**src/rtl/arkanoid_i2s_tx.sv**
```systemverilog
// arkanoid_i2s_tx
// ---------------
// Sink end of the Arkanoid sound path. Filtered YM2149 samples arrive as a
// strobed 16-bit signed stream (187.5 kHz in the 12 MHz sound clock domain).
// Each group of 2^DECIM_LOG2 samples is boxcar-averaged, and the result is
// sent out as mono-duplicated 16-bit I2S (left = right). With the default
// parameters the frame rate is 12 MHz / 256 = 46.875 kHz.
//
// Ports
//   clk          sound clock (12 MHz)
//   reset        synchronous, active-high; aborts any frame in progress
//   in           signed input sample
//   in_valid     one-cycle strobe qualifying in
//   mute         when high, the next loaded frame carries 0
//   i2s_bclk     bit clock (period BCLK_DIV clk cycles)
//   i2s_lrck     word select, 0 = left, 1 = right
//   i2s_data     serial data, MSB first, one bclk after the lrck change
//   frame_start  one-cycle pulse marking the frame-load cycle
//
// All serial outputs are registered. They change on the clock edge at which
// the bit-clock divider sits at 0, so data and word select always move on
// the falling edge of i2s_bclk.

module arkanoid_i2s_tx #(
    parameter int BCLK_DIV   = 8,
    parameter int DECIM_LOG2 = 2
) (
    input  logic               clk,
    input  logic               reset,
    input  logic signed [15:0] in,
    input  logic               in_valid,
    input  logic               mute,
    output logic               i2s_bclk,
    output logic               i2s_lrck,
    output logic               i2s_data,
    output logic               frame_start
);

    localparam int DIV_W = $clog2(BCLK_DIV);
    localparam int ACC_W = 16 + DECIM_LOG2 + 1;
    localparam int CNT_W = DECIM_LOG2 + 1;

    localparam logic [DIV_W-1:0] DIV_LAST = DIV_W'(BCLK_DIV - 1);
    localparam logic [DIV_W-1:0] DIV_HALF = DIV_W'(BCLK_DIV / 2);
    localparam logic [CNT_W-1:0] CNT_FULL = CNT_W'(1 << DECIM_LOG2);

    // Timing state
    logic [DIV_W-1:0]        div_reg,   div_next;
    logic [4:0]              slot_reg,  slot_next;

    // Averager state
    logic signed [ACC_W-1:0] acc_reg,   acc_next;
    logic [CNT_W-1:0]        cnt_reg,   cnt_next;
    logic [15:0]             held_reg,  held_next;

    // Frame word {L, R} currently being serialised
    logic [31:0]             word_reg,  word_next;

    // Registered outputs
    logic                    bclk_reg,  bclk_next;
    logic                    lrck_reg,  lrck_next;
    logic                    data_reg,  data_next;
    logic                    fs_reg,    fs_next;

    logic                    is_load;
    logic                    is_bit_edge;
    logic                    window_full;
    logic signed [ACC_W-1:0] in_ext;
    logic [15:0]             sample_avg;
    logic [15:0]             sample_sel;
    logic [31:0]             word_load;
    logic [4:0]              bit_idx;

    // Mono duplication: both channel halves carry the selected sample.
    genvar gi;
    generate
        for (gi = 0; gi < 2; gi++) begin : g_chan
            assign word_load[gi*16 +: 16] = sample_sel;
        end
    endgenerate

    always_comb begin
        is_load     = (div_reg == '0) && (slot_reg == '0);
        is_bit_edge = (div_reg == '0);
        window_full = (cnt_reg == CNT_FULL);
        in_ext      = {{(ACC_W-16){in[15]}}, in};

        // Arithmetic shift rounds toward -inf; the mean of 16-bit values
        // always fits back into 16 bits.
        sample_avg  = 16'(acc_reg >>> DECIM_LOG2);

        sample_sel = held_reg;
        if (mute) begin
            sample_sel = '0;
        end else if (window_full) begin
            sample_sel = sample_avg;
        end

        // Bit clock divider and slot counter
        div_next  = (div_reg == DIV_LAST) ? '0 : div_reg + DIV_W'(1);
        slot_next = (div_reg == DIV_LAST) ? slot_reg + 5'd1 : slot_reg;

        // Slot s sends W[32-s]; at slot 0 this wraps to bit 0 of the word
        // still held from the previous frame (I2S one-bit delay).
        bit_idx   = 5'd0 - slot_reg;

        bclk_next = (div_reg >= DIV_HALF);
        lrck_next = is_bit_edge ? slot_reg[4] : lrck_reg;
        data_next = is_bit_edge ? word_reg[bit_idx] : data_reg;
        fs_next   = is_load;

        word_next = is_load ? word_load : word_reg;

        // Held sample only follows real averages, never a muted zero or a
        // partial window.
        held_next = held_reg;
        if (is_load && !mute && window_full) begin
            held_next = sample_avg;
        end

        // Every load closes the window. A strobe on the load cycle opens the
        // new window instead of joining the closing one. Strobes beyond a
        // full window are dropped.
        acc_next = acc_reg;
        cnt_next = cnt_reg;
        if (is_load) begin
            acc_next = in_valid ? in_ext : '0;
            cnt_next = in_valid ? CNT_W'(1) : '0;
        end else if (in_valid && !window_full) begin
            acc_next = acc_reg + in_ext;
            cnt_next = cnt_reg + CNT_W'(1);
        end
    end

    always_ff @(posedge clk) begin
        if (reset) begin
            div_reg  <= '0;
            slot_reg <= '0;
            acc_reg  <= '0;
            cnt_reg  <= '0;
            held_reg <= '0;
            word_reg <= '0;
            bclk_reg <= 1'b0;
            lrck_reg <= 1'b0;
            data_reg <= 1'b0;
            fs_reg   <= 1'b0;
        end else begin
            div_reg  <= div_next;
            slot_reg <= slot_next;
            acc_reg  <= acc_next;
            cnt_reg  <= cnt_next;
            held_reg <= held_next;
            word_reg <= word_next;
            bclk_reg <= bclk_next;
            lrck_reg <= lrck_next;
            data_reg <= data_next;
            fs_reg   <= fs_next;
        end
    end

    assign i2s_bclk    = bclk_reg;
    assign i2s_lrck    = lrck_reg;
    assign i2s_data    = data_reg;
    assign frame_start = fs_reg;

endmodule

```
**config.mk**
```make
export PLATFORM = sky130hd
export DESIGN_NAME = arkanoid_i2s_tx
export DESIGN_NICKNAME = d
export VERILOG_FILES = /design/src/rtl/arkanoid_i2s_tx.sv
export SDC_FILE = /design/constraint.sdc
export NUM_CORES = 1
export LEC_CHECK = 0
export BUFFER_PORTS_ARGS = -buffer_cell sky130_fd_sc_hd__buf_2
export CAP_MARGIN = 20
export CORE_MARGIN = 1.5
export CORE_UTILIZATION = 50
export CTS_CLUSTER_SIZE = 40
export DETAILED_ROUTE_END_ITERATION = 6
export GPL_TIMING_DRIVEN = 0
export HOLD_SLACK_MARGIN = 0.1
export PLACE_DENSITY_LB_ADDON = 0.12
export SETUP_SLACK_MARGIN = 0.5
export SLEW_MARGIN = 30
export SYNTH_ARGS = -nofsm -noshare
export SYNTH_HDL_FRONTEND = slang
export SYNTH_SLANG_ARGS = --single-unit
```
**constraint.sdc**
```tcl
create_clock -name clk -period 2.6 [get_ports clk]
set_clock_uncertainty 0.05 [all_clocks]
set_input_delay 0 -clock clk [delete_from_list [all_inputs] [get_ports clk]]
set_output_delay 0 -clock clk [all_outputs]
set_load 0.1 [all_outputs]
```
**Word level (Yosys, flattened, before mapping)**

Index checks and enable logic that the tools add are counted.

- Add/subtract/negate cells: 5
- Order comparisons: 2
- Eq/ne operators: 2
- Muxes and demuxes: 10
- Reductions and logical operators: 10

Operators with widths:

| kind | number |
|---|---|
| $mux 19 | 3 |
| $mux 16 | 2 |
| $add 19x16->19 | 1 |
| $add 3x1->3 const B | 2 |
| $eq 3x3->1 const B | 2 |
| $lt 5x6->1 const B | 1 |
| $mux 3 | 2 |
| $add 5x1->5 const B | 1 |
| $bmux 1 s5 | 1 |
| $logic_not 5->1 | 1 |
| $sub 1x5->5 const A | 1 |
| $logic_and 1x1->1 | 4 |
| $ge 3x3->1 const B | 1 |
| $logic_not 3->1 | 1 |
| $logic_not 1->1 | 2 |
| $mux 1 | 2 |
| $reduce_bool 2->1 | 1 |
| $reduce_or 2->1 | 1 |

- Register bits: 82
- Input bits: 20
- Output and inout bits: 4
- Word-level logic and storage cells: 39

**Logic depth before layout (Yosys ltp)**

Gate-level depths: netlist of run 1.

- Word-level depth: 5
- Depth in mapped cells: 11
- Gate-level depth less buffers: 11

**Worst setup path after synthesis of run 1**

OpenSTA, ideal clock, no wires.

- Path type: reg-to-reg
- Start: reg acc_reg[3]
- End: reg acc_reg[17]
- Library setup time: 0.059 ns
- Arrival: 2.177 ns
- Required time: 2.491 ns
- Slack: 0.314 ns
- Stages on the path, launching flop included: 10
- Buffers on the path: 0
- Clock period less this slack: 2.286 ns
- Path through: dfxtp_1 ha_1 a21o_1 a21oi_2 a21oi_2 o2111ai_2 a31oi_1 or4b_1 a211oi_2 o311a_1

- Cells in the longest elaborated chain, start to end: 3

Ends and longest elaborated chain:

| item | RTL line | source |
|---|---|---|
| start, declared | 52 | `logic signed [ACC_W-1:0] acc_reg, acc_next;` |
| start signal, assigned | 150 | `acc_reg <= acc_next;` |
| $add 19x16->19 | 130 | `acc_next = acc_reg + in_ext;` |
| $mux 19 | 129 | `end else if (in_valid && !window_full) begin` |
| $mux 19 | 126 | `if (is_load) begin` |

Every way passes these cells. The select of a mux whose other input is x is not followed.
A chain may end at the register's enable or synchronous reset.

**Final worst setup path of run 1**

Ends and elaborated chain as after synthesis.

==> results of run 1 <==
[logic make-up (layout without fill, tap and decap cells)]
family                   Yosys count  after routing  synth area share, %
AND/OR/NAND/NOR                  165            165                 19.8
buffers and inverters             43            128                 4.37
AO/OA/AOI/OAI                    127            127                 20.6
XOR/XNOR                          19             19                 4.44
adder cells (fa/ha/maj)           25             25                 8.55
multiplexers                      23             23                 7.51
flip-flops                        65             65                 34.7
[path summary, 6_finish.rpt]
kind	from	endpoint	slack, ps
setup / recovery	acc_reg[3]	acc_reg[17]	120
hold / removal	in[0]	acc_reg[0]	90
setup reg to reg	acc_reg[3]	acc_reg[17]	120
hold reg to reg	i2s_data	i2s_data	400
[power by group through the flow]
stage	Sequential, W	Combinational [W]	Clock, W
finish	0.00110	0.000833	0.00101
floorplan	0.00111	0.000448	0
global placement	0.00111	0.000590	0
detailed placement	0.00112	0.000605	0
CTS	0.00110	0.000699	0.00101
global route	0.00111	0.000894	0.00107
[metal layers]
layer | routed length [um] | vias up | global-route usage [%]
met3 | 761 | 37 | 4.02
met1 | 4590 | 1758 | 36.0
li1 | - | 1828 | -
met5 | 0 | - | 0
met2 | 5500 | 168 | 47.0
met4 | 349 | 0 | 12.6
[cell usage after synthesis (all sizes together) (2+ instances only)]
master / count
o311a: 2
mux4: 4
and2: 5
clkbuf: 21
o22ai: 3
o21ai: 16
mux2i: 18
dfxtp: 65
ha: 24
nand3: 10
nor3b: 3
a21oi: 67
xor2: 15
nand2: 70
nor2b: 3
a22oi: 3
a211oi: 5
nand4: 4
buf: 11
xnor2: 4
a311oi: 4
a21o: 9
nand2b: 3
inv: 11
nor3: 26
nor2: 35
a32oi: 2
o211ai: 3
o2111ai: 2
a31oi: 6
[stage by stage]
step	instance area [um^2]	power, W	setup slack (ps)	hold WS (ps)
2_1_floorplan	3790	0.00156	412	90.5
3_3_place_gp	4020	0.00170	-117	235
3_5_place_dp	4020	0.00172	-130	241
4_1_cts	4700	0.00281	191	-13.6
5_1_grt	4930	0.00307	81.2	100
6_report	4930	0.00295	121	90.0
[critical path, stage by stage, from the launching register on]
cell,delay [ps]
dfxtp_4,370
ha_4,220
a21o_1,190
a21oi_2,170
a21oi_2,100
o2111ai_2,250
a31oi_2,160
or4b_4,500
a211oi_2,190
o311a_1,210
[cells in the final DEF (no fill, tap or decap), types with 15 or more instances in the layout]
cell type,n
dfxtp_1,58
dlygate4sd3_1,19
nor3_1,24
nand2_1,68
buf_4,28
nor2_1,33
buf_2,27
mux2i_1,18
a21oi_1,59
ha_1,16
xor2_1,15
[cell type report]
type	instances	area [um^2]
plain buffers	32	165
clock buffers	11	151
clock inverters	5	77.6
fillers	613	2320
inverters	11	41.3
multi-input cells	359	2530
flip-flops and latches	65	1320
well taps	99	124
repair buffers	69	524
[timing repair]
item / CTS / global route
pin swaps: 14 / 20
setup endpoints to repair: 55 / 44
hold endpoints to repair: 17 / 3
hold buffers: 17 / 3
resized for setup: 40 / 45
buffers inserted: 22 / 7
==> flow_metrics.py, run 1 <==
metrics = {
    "drt": {
        "via_count": 3791,
        "drt_first_pass_iters": 5,
        "wl_um": 11200,
        "initialDrtViolationCount": 241,
        "drtAntennaViolNets": 0,
        "wl_per_cell_um": 17.2,
        "vias_per_cell": 5.82,
        "drc_errors": 0,
    },
    "yosys": {
        "ys_top_cells_by_area": "dfxtp_1 35%, a21oi_1 8.7%, ha_1 8.0%, nand2_1 7.0%, mux2i_1 4.8%",
        "synth_edf_count": 0,
        "synthesis.nets": 512,
        "yosys_warnings": 0,
        "syn_area_mm2": 0.00375,
        "ys_async_sr_fraction_pct": 0,
        "syn_avg_cell_area_um2": 8.02,
        "synth_top_area_cell": "dfxtp_1",
        "yosys.area.top_type_share_pct": 34.7,
        "synth.distinct_cells": 47,
        "ys_ff_latch": 65,
        "ys_seq_area_share_pct": 34.7,
        "synth_cells": 467,
        "ys.flop_type": "dfxtp_1",
    },
    "floorplanning": {
        "die_w_um": 89.6,
        "fp.coreArea_mm2": 0.00725,
        "die-area_mm2": 0.00802,
        "num_rows": 31,
        "die_h_um": 89.6,
        "ioPinCount": 24,
        "initial_utilization_pct": 51.7,
    },
    "layout": {
        "final_cells": 651,
        "drive_gt1_share_pct": 25.4,
        "fin_util_pct": 68.0,
        "layout.nets": 592,
        "largest_reg_flops": 18,
        "antenna_cells": 0,
        "syn_to_final_growth_pct": 31.6,
    },
    "timing": {
        "setup-violations-final": 0,
        "period_minus_slack_ps": 2480,
        "setup_tns_ps": 0,
        "hold_viol": 0,
        "fin_crit_sh_pct": 95.3,
        "slew_headroom_pct": 54.0,
        "rsz0062_at_grt": "true",
        "clock.fmax_mhz": 403,
        "tightestPinTransition_ps": 691,
        "drv_slew": 0,
    },
    "placed_design": {
        "dp_hpwl_um": 7140,
        "place_inst": 587,
        "port_buffers": 21,
        "gp_routability_congestion": 0.945,
    },
    "critical_path": {
        "path_class": "flip-flop to flip-flop",
        "worstSetupStartpointType": "flip-flop",
        "crit_required_ps": 2840,
        "critPathMaxFanout": 2,
        "worstPathArrival_ps": 2720,
        "r2r_cells": 9,
        "end_kind": "flip-flop",
    },
    "cts": {
        "numCtsBuffers": 9,
        "cts.sinks": 65,
        "cts.root.buffer_cell": "clkbuf_8",
        "clk_pin_slew_ps": 90,
        "cts_tree": "yes",
        "cts_max_level": 3,
        "cts_buffer_depth": 2,
        "clock_latency_ps": 360,
    },
    "min_path": {
        "min_path_type": "primary input to flip-flop",
        "hold_path_depth": 4,
    },
    "global_routing": {
        "grt_max_degree": 12,
        "track_usage_pct": 28.1,
        "antenna_found_initial": 0,
        "grt_pass1_wl_um": 16900,
        "overflow": 0,
        "grt_pass1_vias": 3435,
    },
    "pwr": {
        "vdd_ir_drop_max_mv": 0.390,
        "p_clk_share_pct": 34.4,
        "p_sw_w": 0.000953,
        "leakagePower_nw": 2.02,
        "switching_share_pct": 32.3,
        "p_per_area_mw_per_mm2": 598,
        "p_comb_share_pct": 28.3,
        "p_int_w": 0.00199,
        "p_seq_share_pct": 37.4,
    },
    "job": {
        "max_cap_violations": 0,
    },
    "status": {
        "status": "complete, no violations",
    },
}
(Power assumes the default switching activity.)
==> run 2, diff against run 1 <==
Settings changed: CELL_PAD_IN_SITES_DETAIL_PLACEMENT from default to 1, CELL_PAD_IN_SITES_GLOBAL_PLACEMENT from default to 1, CORE_UTILIZATION 50 to 46.
Clock period 2.6 ns to 2.5 ns, I/O delays scaled along.
==> flow_metrics.py, run 2 (same netlist as run 1, synthesis figures left out) <==
metrics = {
    "global_routing": {
        "overflow": 0,
        "grt_pass1_vias": 4097,
        "grt_pass1_wl_um": 20900,
        "antenna_found_initial": 0,
        "grt_max_degree": 11,
        "track_usage_pct": 31.5,
    },
    "floorplanning": {
        "die_h_um": 93.3,
        "num_rows": 32,
        "initial_utilization_pct": 48.0,
        "fp.coreArea_mm2": 0.00781,
        "ioPinCount": 24,
        "die_w_um": 93.3,
        "die-area_mm2": 0.00870,
    },
    "drt": {
        "via_count": 4071,
        "drc_errors": 0,
        "vias_per_cell": 6.25,
        "wl_um": 14700,
        "met2_length_um": 7420,
        "wl_per_cell_um": 22.6,
        "drt_first_pass_iters": 5,
        "wl_met3_um": 715,
        "drtAntennaViolNets": 0,
        "wl_met1_um": 6000,
        "dr.max_layer_used": "met4",
        "initialDrtViolationCount": 305,
    },
    "placed_design": {
        "gp_routability_congestion": 0.825,
        "dp_hpwl_um": 8280,
        "port_buffers": 21,
        "place_area_mm2": 0.00404,
        "pre_cts_ws_ps": -124,
    },
    "pwr": {
        "p_seq_share_pct": 37.6,
        "p_total_w": 0.00306,
        "p_per_area_mw_per_mm2": 609,
        "p_sw_w": 0.00106,
        "vdd_ir_drop_max_mv": 0.386,
        "p_clk_share_pct": 30.6,
        "leakagePower_nw": 2.05,
        "switching_share_pct": 34.6,
        "p_int_w": 0.00200,
        "p_comb_share_pct": 31.8,
    },
    "critical_path": {
        "worstPathArrival_ps": 2780,
        "critPathMaxFanout": 6,
        "worstSetupStartpointType": "flip-flop",
        "crit_required_ps": 2750,
        "end_kind": "flip-flop",
        "path_class": "flip-flop to flip-flop",
    },
    "layout": {
        "layout.nets": 590,
        "final_common_cell": "nand2_1",
        "drive_gt1_share_pct": 27.3,
        "fillers": 923,
        "layout_common_cells": "68 x nand2_1, 58 x a21oi_1, 55 x dfxtp_1, 33 x nor2_1, 26 x buf_4",
        "antenna_cells": 0,
        "largest_reg_flops": 18,
        "fin_area_mm2": 0.00502,
        "syn_to_final_growth_pct": 34.1,
    },
    "timing": {
        "tightestPinTransition_ps": 719,
        "hold_viol": 0,
        "setup-violations-final": 1,
        "holdWs_ps": 78.6,
        "fin_crit_sh_pct": 101,
        "drv_slew": 0,
        "clock.fmax_mhz": 396,
        "slew_headroom_pct": 52.1,
        "period_minus_slack_ps": 2530,
        "rsz0062_at_grt": "true",
        "setup_slack_ps": -27.5,
    },
    "min_path": {
        "min_path_type": "primary input to flip-flop",
    },
    "cts": {
        "cts_buffer_depth": 2,
        "cts_max_level": 3,
        "cts.root.buffer_cell": "clkbuf_8",
        "cts.sinks": 65,
        "clock_latency_ps": 350,
        "numCtsBuffers": 9,
        "clk_pin_slew_ps": 80,
        "cts_tree": "yes",
    },
    "status": {
        "status": "finished, violations left",
        "failed_checks": "setup timing",
    },
    "job": {
        "max_cap_violations": 0,
    },
}
## run 2: cell count changes in the layout (fill, tap and decap cells not counted), moves of 2 or more
cell           delta
a31oi_2           -3
a31oi_4           +3
buf_2             -5
buf_4             -2
buf_6             +5
clkbuf_4          +2
clkbuf_8          +2
dfxtp_1           -3
dfxtp_2           +2
dlygate4sd3_1     -2
ha_1              -2
nand3_1           -2
nor3_1            -3
nor3_2            +3
## run 2: metal layers
layer	track usage, %	vias to the layer above
met5	0	-
met4	13.8	0
met3	5.61	57
met2	56.3	187
met1	36.4	2009
li1	-	1818
## run 2: through the flow
step | setup TNS [ps] | util (%) | cells
after global routing | -132 | 64.4 | 651
after global placement | -556 | 51.8 | 590
after floorplan | 0 | - | 467
after CTS | 0 | 61.4 | 643
after detailed placement | -1140 | 51.8 | 590
final | -27.5 | 64.4 | 651
## run 2: final cells by class
class,count,area [um^2],area share (%)
Multi-Input combinational cell,359,2610,51.9
Timing Repair Buffer,67,515,10.3
Clock buffer,12,155,3.09
Tap cell,102,128,2.54
Sequential cell,65,1320,26.3
Inverter,11,41.3,0.822
Buffer,32,215,4.28
Clock inverter,3,40.0,0.797
## run 2: timing repair
action	in CTS	in global routing
endpoints found under the setup margin	55	53
hold buffers	17	1
endpoints found under the hold margin	17	1
pin swaps	18	28
buffers inserted	21	8
resized for setup	64	51
## run 2: power groups by stage
stage | clock [W] | sequential [W] | combinational (W)
2_1_floorplan | 0 | 0.00116 | 0.000468
3_3_place_gp | 0 | 0.00116 | 0.000625
3_5_place_dp | 0 | 0.00116 | 0.000649
4_1_cts | 0.000927 | 0.00114 | 0.000810
5_1_grt | 0.000973 | 0.00115 | 0.00103
6_report | 0.000936 | 0.00115 | 0.000973
## run 2: worst max-delay path, cell delays in order (launching register included)
cell and delay (ps):
dfxtp_1 350, ha_1 420, a21oi_1 370, nand2b_2 270
a31oi_4 100, or4b_4 500, a211oi_2 230, o311a_1 190
## run 2: worst paths after layout
kind,start,endpoint,slack [ps],cells after the start
worst max-delay path,acc_reg[8],acc_reg[17],-30,7
worst min-delay path,in[0],acc_reg[0],80,4
worst max register to register,acc_reg[8],acc_reg[17],-30,7
worst min register to register,held_reg[6],held_reg[6],410,2
